### config.mk
export PLATFORM = sky130hd
export DESIGN_NAME = param_alu_bcd_flat
export DESIGN_NICKNAME = d
export VERILOG_FILES = /design/src/rtl/param_alu_bcd_if.sv /design/src/rtl/param_alu_bcd.sv /design/src/flat_wrapper.sv
export SDC_FILE = /design/constraint.sdc
export NUM_CORES = 1
export LEC_CHECK = 0
export ABC_AREA = 1
export BUFFER_PORTS_ARGS = -buffer_cell sky130_fd_sc_hd__buf_4
export CAP_MARGIN = 40
export CORE_AREA = 2 2 162 164
export DETAILED_ROUTE_END_ITERATION = 12
export DIE_AREA = 0 0 164 166
export PLACE_DENSITY = 0.42
export REMOVE_ABC_BUFFERS = 1
export SETUP_SLACK_MARGIN = 0.4
export SLEW_MARGIN = 30
export SYNTH_ARGS = -nofsm -noshare
export SYNTH_HDL_FRONTEND = slang
export SYNTH_SLANG_ARGS = --single-unit
### constraint.sdc
create_clock -name clk -period 5.6 [get_ports clk]
set_clock_uncertainty 0.1 [all_clocks]
set_input_delay 0.84 -clock clk [delete_from_list [all_inputs] [get_ports clk]]
set_output_delay 0.84 -clock clk [all_outputs]
set_load 0.005 [all_outputs]
### src/rtl/param_alu_bcd_if.sv
// param_alu_bcd_if: operation request/response bundle between a requester and the BCD ALU.
interface param_alu_bcd_if #(
    parameter int WIDTH  = 4,
    parameter int DIGITS = 3
);
    logic                  start;
    logic                  counter_mode;
    logic [WIDTH-1:0]      a;
    logic [WIDTH-1:0]      b;
    logic [3:0]            op_code;
    logic                  busy;
    logic                  done;
    logic [11:0]           instr_code;
    logic [WIDTH-1:0]      result;
    logic                  c_out;
    logic                  err;
    logic [4*DIGITS-1:0]   bcd;

    modport master (
        output start, counter_mode, a, b, op_code,
        input  busy, done, instr_code, result, c_out, err, bcd
    );
    modport slave (
        input  start, counter_mode, a, b, op_code,
        output busy, done, instr_code, result, c_out, err, bcd
    );
endinterface

### src/rtl/param_alu_bcd.sv
// param_alu_bcd: multi-cycle ALU with sequential double-dabble BCD output and a self-incrementing counter mode.
module param_alu_bcd #(
    parameter int WIDTH    = 4,
    parameter int DIGITS   = 3,
    parameter int TICK_DIV = 50_000_000
) (
    input logic             clk,
    input logic             rst_n,
    param_alu_bcd_if.slave  bus
);
    typedef enum logic [1:0] {IDLE, EXEC, CONV, DONE} state_t;
    localparam int TW = $clog2(TICK_DIV) + 1;
    localparam int CW = $clog2(WIDTH);
    localparam int SW = 4 * DIGITS + WIDTH;

    state_t             state, nxt;
    logic [TW-1:0]      tick;
    logic [CW-1:0]      cnt;
    logic [WIDTH-1:0]   a_q, b_q, res_h, alu_r;
    logic [3:0]         op_q;
    logic               c_h, err_h, alu_c, ill, launch;
    logic [11:0]        ic_h;
    logic [SW-1:0]      sr, adj;

    assign bus.busy = state != IDLE;
    assign ill      = op_q > 4'd11;
    assign launch   = bus.counter_mode ? tick == TW'(TICK_DIV - 1) : bus.start;

    always_comb begin
        nxt = state == IDLE ? (launch ? EXEC : IDLE) :
              state == EXEC ? CONV :
              state == CONV ? (cnt == CW'(WIDTH - 1) ? DONE : CONV) : IDLE;
    end

    always_comb begin
        alu_r = '0;
        alu_c = 1'b0;
        case (op_q)
            4'd0:  {alu_c, alu_r} = {1'b0, a_q} + {1'b0, b_q};
            4'd1:  begin alu_r = a_q - b_q; alu_c = a_q < b_q; end
            4'd2:  alu_r = a_q & b_q;
            4'd3:  alu_r = a_q | b_q;
            4'd4:  alu_r = a_q ^ b_q;
            4'd5:  alu_r = ~a_q;
            4'd6:  begin alu_r = a_q << 1; alu_c = a_q[WIDTH-1]; end
            4'd7:  begin alu_r = a_q >> 1; alu_c = a_q[0]; end
            4'd8:  {alu_c, alu_r} = {1'b0, a_q} + (WIDTH + 1)'(1);
            4'd9:  begin alu_r = a_q - WIDTH'(1); alu_c = a_q == '0; end
            4'd10: begin alu_r = WIDTH'(a_q == b_q); alu_c = a_q < b_q; end
            4'd11: alu_r = b_q;
            default: ;
        endcase
    end

    // Double-dabble correction: bump every BCD digit >= 5 before the shift.
    always_comb begin
        adj = sr;
        for (int i = 0; i < DIGITS; i++)
            if (sr[WIDTH+4*i +: 4] >= 4'd5) adj[WIDTH+4*i +: 4] = sr[WIDTH+4*i +: 4] + 4'd3;
    end

    always_ff @(posedge clk or negedge rst_n) begin
        if (!rst_n) begin
            state          <= IDLE;
            tick           <= '0;
            cnt            <= '0;
            a_q            <= '0;
            b_q            <= '0;
            op_q           <= '0;
            res_h          <= '0;
            c_h            <= 1'b0;
            err_h          <= 1'b0;
            ic_h           <= '0;
            sr             <= '0;
            bus.done       <= 1'b0;
            bus.result     <= '0;
            bus.c_out      <= 1'b0;
            bus.err        <= 1'b0;
            bus.instr_code <= '0;
            bus.bcd        <= '0;
        end else begin
            state    <= nxt;
            bus.done <= 1'b0;
            tick     <= (state == IDLE && bus.counter_mode && !launch) ? tick + TW'(1) : '0;
            if (state == IDLE && launch) begin
                a_q  <= bus.counter_mode ? bus.result : bus.a;
                b_q  <= bus.b;
                op_q <= bus.counter_mode ? 4'd8 : bus.op_code;
            end else if (state == EXEC) begin
                res_h <= alu_r;
                c_h   <= alu_c;
                err_h <= ill;
                ic_h  <= ill ? 12'd0 : 12'd1 << op_q;
                sr    <= SW'(alu_r);
                cnt   <= '0;
            end else if (state == CONV) begin
                sr  <= adj << 1;
                cnt <= cnt + CW'(1);
            end else if (state == DONE) begin
                bus.result     <= res_h;
                bus.c_out      <= c_h;
                bus.err        <= err_h;
                bus.instr_code <= ic_h;
                bus.bcd        <= sr[SW-1:WIDTH];
                bus.done       <= 1'b1;
            end
        end
    end
endmodule
### src/flat_wrapper.sv
// flat-port wrapper written by rule: the top's interface ports become plain ports
module param_alu_bcd_flat 
#(
    parameter int WIDTH    = 4,
    parameter int DIGITS   = 3,
    parameter int TICK_DIV = 50_000_000
)
  (clk, rst_n, bus_start, bus_counter_mode, bus_a, bus_b, bus_op_code, bus_busy, bus_done, bus_instr_code, bus_result, bus_c_out, bus_err, bus_bcd);
  param_alu_bcd_if #(.WIDTH(WIDTH), .DIGITS(DIGITS)) bus_i ();
  input logic clk;
  input logic rst_n;
  input wire logic [$bits(bus_i.start)-1:0] bus_start;
  input wire logic [$bits(bus_i.counter_mode)-1:0] bus_counter_mode;
  input wire logic [$bits(bus_i.a)-1:0] bus_a;
  input wire logic [$bits(bus_i.b)-1:0] bus_b;
  input wire logic [$bits(bus_i.op_code)-1:0] bus_op_code;
  output wire logic [$bits(bus_i.busy)-1:0] bus_busy;
  output wire logic [$bits(bus_i.done)-1:0] bus_done;
  output wire logic [$bits(bus_i.instr_code)-1:0] bus_instr_code;
  output wire logic [$bits(bus_i.result)-1:0] bus_result;
  output wire logic [$bits(bus_i.c_out)-1:0] bus_c_out;
  output wire logic [$bits(bus_i.err)-1:0] bus_err;
  output wire logic [$bits(bus_i.bcd)-1:0] bus_bcd;
  assign bus_i.start = bus_start;
  assign bus_i.counter_mode = bus_counter_mode;
  assign bus_i.a = bus_a;
  assign bus_i.b = bus_b;
  assign bus_i.op_code = bus_op_code;
  assign bus_busy = bus_i.busy;
  assign bus_done = bus_i.done;
  assign bus_instr_code = bus_i.instr_code;
  assign bus_result = bus_i.result;
  assign bus_c_out = bus_i.c_out;
  assign bus_err = bus_i.err;
  assign bus_bcd = bus_i.bcd;
  param_alu_bcd #(.WIDTH(WIDTH), .DIGITS(DIGITS), .TICK_DIV(TICK_DIV)) u_core (.clk(clk), .rst_n(rst_n), .bus(bus_i));
endmodule
==> results of run 1 <==
placed cells by master, fill, tap and decap left out, drive strengths merged, types with 17 or more instances in the layout:
cell,count
nand2,140
dfrtp,108
nor2,105
inv,85
buf,50
o21ai,50
nand3,41
ha,28
a21oi,27
nor3,17
worst paths after layout:
kind	start	to	slack, ns	cells past startpoint
setup / recovery	u_core.state[0]	u_core.sr[8]	3.04	6
setup reg to reg	u_core.state[0]	u_core.sr[8]	3.04	6
hold reg to reg	u_core.tick[0]	u_core.tick[0]	0.37	1
max in group asynchronous	rst_n	u_core.bus.bcd[1]	4.20	2
min in group clk	u_core.tick[0]	u_core.tick[0]	0.37	1
hold / removal	rst_n	u_core.res_h[1]	0.31	1
stage by stage:
| stage | instance area [um2] | util, % |
|---|---|---|
| 6_report | 6790 | 26.5 |
| 5_1_grt | 6790 | 26.5 |
| 4_1_cts | 6780 | 26.5 |
| 3_5_place_dp | 6490 | 25.4 |
| 3_3_place_gp | 6460 | 25.2 |
| 2_1_floorplan | 5680 | - |
layer usage:
| metal | global-route usage, % | share of wire (%) | vias up |
|---|---|---|---|
| met5 | 0 | 0 | - |
| met4 | 3.36 | 1.1 | 0 |
| met3 | 3.07 | 5.0 | 10 |
| met2 | 17.4 | 45 | 80 |
| met1 | 15.6 | 49 | 2086 |
| li1 | - | - | 2314 |
power groups by stage:
stage	clock network [mW]	registers, mW	logic, mW
after global routing	0.694	1.28	1.67
final	0.636	1.24	1.45
after global placement	0	1.25	1.47
after CTS	0.666	1.24	1.46
after detailed placement	0	1.26	1.46
after floorplan	0	1.20	0.949
critical path, delay by kind of cell, from the launching register on:
family,cells,cell delay [ns]
AND/OR/NAND/NOR,1,0.35
AO/OA/AOI/OAI,1,0.32
buffers and inverters,3,0.55
flip-flops,1,0.43
adder cells (fa/ha/maj),1,0.73
flip-flops by register name, summed over array words and instances, names as in the netlist, 2 cells and up:
register,flops
u_core.a_q,4
u_core.b_q,4
u_core.bus.bcd,12
u_core.bus.instr_code,12
u_core.bus.result,4
u_core.cnt,2
u_core.ic_h,12
u_core.op_q,4
u_core.res_h,4
u_core.sr,16
u_core.state,2
u_core.tick,27
cell usage after synthesis, types with 2 or more instances:
library cell / n / area [um2]
inv_1: 80 / 300
nand3_2: 2 / 20.0
nor2_1: 100 / 375
nor2_2: 2 / 12.5
o22ai_1: 15 / 93.8
nand2_4: 2 / 22.5
nand4_1: 10 / 62.6
o21ai_0: 42 / 210
o32ai_1: 3 / 26.3
nor3b_1: 2 / 15.0
mux2_2: 13 / 146
xnor2_1: 6 / 52.6
ha_1: 28 / 350
nand2_2: 4 / 25.0
nand3b_1: 2 / 15.0
nand2_1: 134 / 503
buf_4: 2 / 15.0
buf_6: 3 / 33.8
dfrtp_1: 108 / 2700
xor2_1: 14 / 123
fa_1: 2 / 40.0
o21ai_2: 8 / 70.1
nor3_1: 14 / 70.1
nand3_1: 39 / 195
nor3_2: 2 / 20.0
clkbuf_1: 10 / 37.5
a21oi_1: 27 / 135
nor2_4: 3 / 33.8
inv_2: 2 / 7.51
layout make-up:
type / instances / area (um2)
sequential: 108 / 2700
fill: 2774 / 18800
timing repair buffer: 50 / 392
multi-input combinational: 480 / 2690
clock buffer: 9 / 225
tap: 335 / 419
clock inverter: 6 / 57.6
inverter: 82 / 308
cells by family after synthesis:
group           synth area share [%]
simple gates                    24.2
flops                           46.8
buf+inv                         6.97
compound gates                  9.55
fa+ha+maj                       6.76
xor+xnor                        3.03
mux                             2.71
==> flow_metrics.env, run 1 <==
export IMPL_status="complete, no violations"
export IMPL_cts_max_level=3
export IMPL_cp_arrival_ns=2.72
export IMPL_yosysUniqueCellTypes=37
export IMPL_wl_per_cell_um=13.6
export IMPL_ant_nets=0
export IMPL_antenna_found_initial=0
export IMPL_grt_pass1_wl_um=24200
export IMPL_async_flop_share_pct=100
export IMPL_cts_sinks=108
export IMPL_maxCapViolCount=0
export IMPL_max_slew_margin_pct=55.3
export IMPL_synth_flop_cell="dfrtp_1"
export IMPL_p_clk_share_pct=19.1
export IMPL_drive_gt1_share_pct=14.4
export IMPL_clockRootBuffer="clkbuf_16"
export IMPL_syn_avg_cell_area_um2=8.41
export IMPL_numPortBuffers=47
export IMPL_gp_congestion=0.809
export IMPL_cts_setup_buffers=0
export IMPL_start_util_pct=22.6
export IMPL_tritoncts="built"
export IMPL_clock_latency_ns=0.36
export IMPL_fin_tns_setup_ns=0
export IMPL_dp_worst_setup_slack_ns=3.06
export IMPL_crit_path_frequent_cell="inv_1"
export IMPL_cpMaxStageDelayCell="ha_1"
export IMPL_cts_made_buffers=9
export IMPL_finalPower_mw=3.32
export IMPL_hold_buffers=0
export IMPL_boundaryPins=48
export IMPL_period_minus_slack_ns=2.56
export IMPL_dp_hpwl_um=10600
export IMPL_ir_worst_vdd_mv=0.147
export IMPL_switching_share_pct=42.8
export IMPL_drcViolationCount=0
export IMPL_tightest_slew_ns=0.670
export IMPL_setup_viol=0
export IMPL_switchingPower_mw=1.42
export IMPL_comb_power_share_pct=43.6
export IMPL_start_kind="register"
export IMPL_holdWs_ns=0.314
export IMPL_slew_viol_final=0
export IMPL_period_share_pct=45.8
export IMPL_gr_total_overflow=0
export IMPL_hp_class="in -> async"
export IMPL_yosysWarningCount=0
export IMPL_ys_seq_elements=108
export IMPL_cts_resized=0
export IMPL_fmax_mhz=390
export IMPL_synthesis_instances=687
export IMPL_synth_edf_count=0
export IMPL_worstPathRequired_ns=5.76
export IMPL_grt_max_degree=49
export IMPL_syn_to_final_growth_pct=17.5
export IMPL_clockBufferDepth=2
export IMPL_p_int_mw=1.90
export IMPL_rows=59
export IMPL_vias_per_cell=4.20
export IMPL_setup_slack_ns=3.04
export IMPL_leakagePower_nw=3.11
export IMPL_die_width_um=164
export IMPL_stdcell_count=1070
export IMPL_crit_fanout=21
export IMPL_nNetsFinal=777
export IMPL_powerDensity_nw_per_um2=489
export IMPL_sequentialPowerShare_pct=37.3
export IMPL_hold_viol_final=0
export IMPL_drt_pass1_iterations=4
export IMPL_cpPeakStageDelay_ns=0.73
export IMPL_rsz0062_at_grt="no"
export IMPL_worstSetupEndpointType="register"
export IMPL_clk_pin_slew_ns=0.09
export IMPL_core_um2=25600
export IMPL_crit_type="reg -> reg"
export IMPL_grt_pass1_vias=4451
export IMPL_antennaDiodeCount=0
export IMPL_die_h_um=166
export IMPL_dp_cells=1054
export IMPL_drt_iter0_drc=259
export IMPL_crit_chain="inv_1 > ha_1 > inv_1 > nor2_2 > inv_1 > o32ai_1"
export IMPL_ys_seq_area_share_pct=46.8
export IMPL_routed_via_count=4490
export IMPL_syn_area_um2=5780
export IMPL_grtUsageTotal_pct=11.3
export IMPL_wirelength_um=14600
export IMPL_floorplan_die_area_um2=27200
Power figures use the tool's default switching activity.
==> run 2, diff against run 1 <==
ABC_AREA = 0   (was 1)
CORE_AREA = 2 2 164 166   (was 2 2 162 164)
DIE_AREA = 0 0 166 168   (was 0 0 164 166)
PLACE_DENSITY = 0.43   (was 0.42)
clock period = 2.1 ns   (was 5.6 ns; I/O delays follow)
==> run 2 against run 1 <==
The run now ends with setup timing left. Global-route usage increased by 0.075 points. Setup slack got worse by 3.2 ns. Die area increased by 2.4%. Sequential cell count unchanged. Synthesized cell count decreased by 17%. Highest routed layer unchanged. Wire length increased by 7.8%. Register-to-register slack got worse by 3.2 ns. Critical path depth increased by 4. Sequential power increased to 2.7 times the previous value.
==> flow_metrics.env, run 2 <==
export IMPL_nNetsFinal=742
export IMPL_gr_total_overflow=0
export IMPL_die_width_um=166
export IMPL_synth_flop_cell="dfrtp_1"
export IMPL_ir_worst_vdd_mv=0.410
export IMPL_vias_per_cell=4.45
export IMPL_dpl_instance_area_um2=7070
export IMPL_grt_max_degree=51
export IMPL_yosysWarningCount=0
export IMPL_drt_iter0_drc=208
export IMPL_rows=60
export IMPL_start_kind="register"
export IMPL_wl_per_cell_um=15.1
export IMPL_clk_pin_slew_ns=0.08
export IMPL_layout_commonest_cell="buf_4"
export IMPL_ys_seq_elements=108
export IMPL_fmax_mhz=449
export IMPL_switchingPower_mw=4.51
export IMPL_post_route_cell_area_um2=8190
export IMPL_boundaryPins=48
export IMPL_synth_top_area_cell="dfrtp_1"
export IMPL_largest_register_ffs=27
export IMPL_switching_share_pct=40.0
export IMPL_sequentialPowerShare_pct=30.1
export IMPL_maxCapViolCount=0
export IMPL_synth_most_common_cell="dfrtp_1"
export IMPL_status="complete, but fails checks"
export IMPL_cts_max_level=3
export IMPL_cts_sinks=108
export IMPL_synth_top_area_share_pct=45.9
export IMPL_core_um2=26400
export IMPL_drive_gt1_share_pct=41.8
export IMPL_die_h_um=168
export IMPL_p_int_mw=6.77
export IMPL_async_flop_share_pct=100
export IMPL_grt_pass1_wl_um=25500
export IMPL_powerDensity_nw_per_um2=1380
export IMPL_setup_slack_ns=-0.127
export IMPL_crit_type="reg -> reg"
export IMPL_synth_common_cells="108 x dfrtp_1, 46 x nor2_1, 42 x inv_1"
export IMPL_cp_arrival_ns=2.43
export IMPL_antennaDiodeCount=0
export IMPL_max_slew_margin_pct=66.6
export IMPL_clock_latency_ns=0.36
export IMPL_dp_cells=997
export IMPL_worstPathRequired_ns=2.30
export IMPL_fin_tns_setup_ns=-0.436
export IMPL_wirelength_um=15700
export IMPL_hp_class="in -> reg"
export IMPL_worstSetupEndpointType="register"
export IMPL_ant_nets=0
export IMPL_ys_seq_area_share_pct=45.9
export IMPL_hold_viol_final=0
export IMPL_floorplan_die_area_um2=27900
export IMPL_syn_to_final_growth_pct=39.0
export IMPL_grt_pass1_vias=4693
export IMPL_leakagePower_nw=3.57
export IMPL_grtUsageTotal_pct=11.4
export IMPL_stdcell_count=1042
export IMPL_final_cell_mix="118 x buf_4, 105 x dfrtp_1, 35 x inv_1, 32 x mux2_2, 25 x nor2_1"
export IMPL_drt_pass1_iterations=4
export IMPL_dp_hpwl_um=10800
export IMPL_finalPower_mw=11.3
export IMPL_clockRootBuffer="clkbuf_16"
export IMPL_syn_avg_cell_area_um2=10.3
export IMPL_period_share_pct=106
export IMPL_regMostFlops="u_core.tick"
export IMPL_largestRegisters="u_core.tick (27), u_core.sr (16)"
export IMPL_synth_edf_count=0
export IMPL_p_clk_share_pct=15.0
export IMPL_clockBufferDepth=2
export IMPL_violations="setup timing"
export IMPL_synthTopCellsByArea="dfrtp_1 46%, mux2_2 6.1%, ha_1 5.9%, nor2_1 2.9%, inv_1 2.7%"
export IMPL_period_minus_slack_ns=2.23
export IMPL_comb_power_share_pct=54.9
export IMPL_start_util_pct=22.4
export IMPL_slew_viol_final=0
export IMPL_routed_via_count=4632
export IMPL_tightest_slew_ns=0.499
export IMPL_crit_fanout=2
export IMPL_numPortBuffers=47
export IMPL_rsz0062_at_grt="yes"
export IMPL_tritoncts="built"
export IMPL_synthesis_instances=573
export IMPL_gp_congestion=0.846
export IMPL_syn_area_um2=5890
export IMPL_setup_viol=4
export IMPL_drcViolationCount=0
export IMPL_antenna_found_initial=0
export IMPL_cts_made_buffers=9
export IMPL_yosysUniqueCellTypes=66
-- run 2: changes by cell type in the layout (fill, tap and decap cells not counted), moves of 19 or more --
cell     change
buf_4       +70
inv_1       -45
mux2_2      +19
nand2_1    -113
nor2_1      -75
o21ai_0     -22
-- run 2: cell type report --
class | count | area [um2]
fill | 2750 | 18200
multi-input combinational | 393 | 3370
sequential | 108 | 2710
timing repair buffer | 141 | 1240
tap | 341 | 427
clock buffer | 9 | 225
inverter | 43 | 161
clock inverter | 7 | 57.6
-- run 2: metal layers --
layer / wire length (um) / part of all wire (%) / track usage (%) / vias up
li1: - / - / - / 2285
met2: 6960 / 44 / 17.2 / 99
met1: 7940 / 51 / 16.2 / 2228
met3: 551 / 3.5 / 2.54 / 20
met5: 0 / 0 / 0 / -
met4: 236 / 1.5 / 3.74 / 0
-- run 2: critical path, stage by stage, from the launching register on --
cell       delay, ns
dfrtp_1         0.38
buf_6           0.11
ha_2            0.18
inv_2           0.04
fa_2            0.34
buf_4           0.14
or3_1           0.32
a21oi_2         0.20
a2111oi_4       0.07
a21oi_2         0.17
o22a_1          0.13
-- run 2: cell families after synthesis --
family                   synth area share, %
AND/OR/NAND/NOR                         16.9
AO/OA/AOI/OAI                           12.1
flip-flops                              45.9
buffers and inverters                   5.18
multiplexers                            9.00
adder cells (fa/ha/maj)                 6.63
XOR/XNOR                                4.31
-- run 2: timing repair --
| action | 4_1_cts | 5_1_grt |
|---|---|---|
| hold buffers | 1 | 0 |
| resized for setup | 56 | 78 |
| setup endpoints to repair | 48 | 57 |
| pin swaps | 28 | 33 |
| gates cloned | 2 | 1 |
| setup buffers | 16 | 9 |
| hold endpoints to repair | 23 | 0 |
-- run 2: power by group through the flow --
stage	Sequential, mW	Combinational, mW	Clock [mW]
floorplan	3.41	2.78	0
global placement	3.41	5.13	0
detailed placement	3.42	5.13	0
CTS	3.38	5.66	1.78
global route	3.52	6.81	1.85
finish	3.40	6.19	1.69
-- run 2: path summary, 6_finish.rpt --
path	start	to	slack, ns	cells past startpoint
max in group asynchronous	rst_n	u_core.a_q[1]	0.98	3
worst min register to register	u_core.ic_h[6]	u_core.ic_h[6]	0.39	1
worst max-delay path	u_core.a_q[0]	u_core.sr[2]	-0.13	10
worst min-delay path	bus_b[1]	u_core.b_q[1]	0.09	2
min in group asynchronous	rst_n	u_core.tick[20]	0.31	2
worst max register to register	u_core.a_q[0]	u_core.sr[2]	-0.13	10
-- run 2: metrics by stage --
stage	hold slack, ns	utilization, %	worst slack (ns)
6_report	0.0936	31.1	-0.127
5_1_grt	0.0823	31.1	-0.235
4_1_cts	0.0782	29.5	-0.145
3_5_place_dp	0.158	26.8	-0.311
3_3_place_gp	0.162	26.8	-0.317
2_1_floorplan	-0.0806	-	-0.297
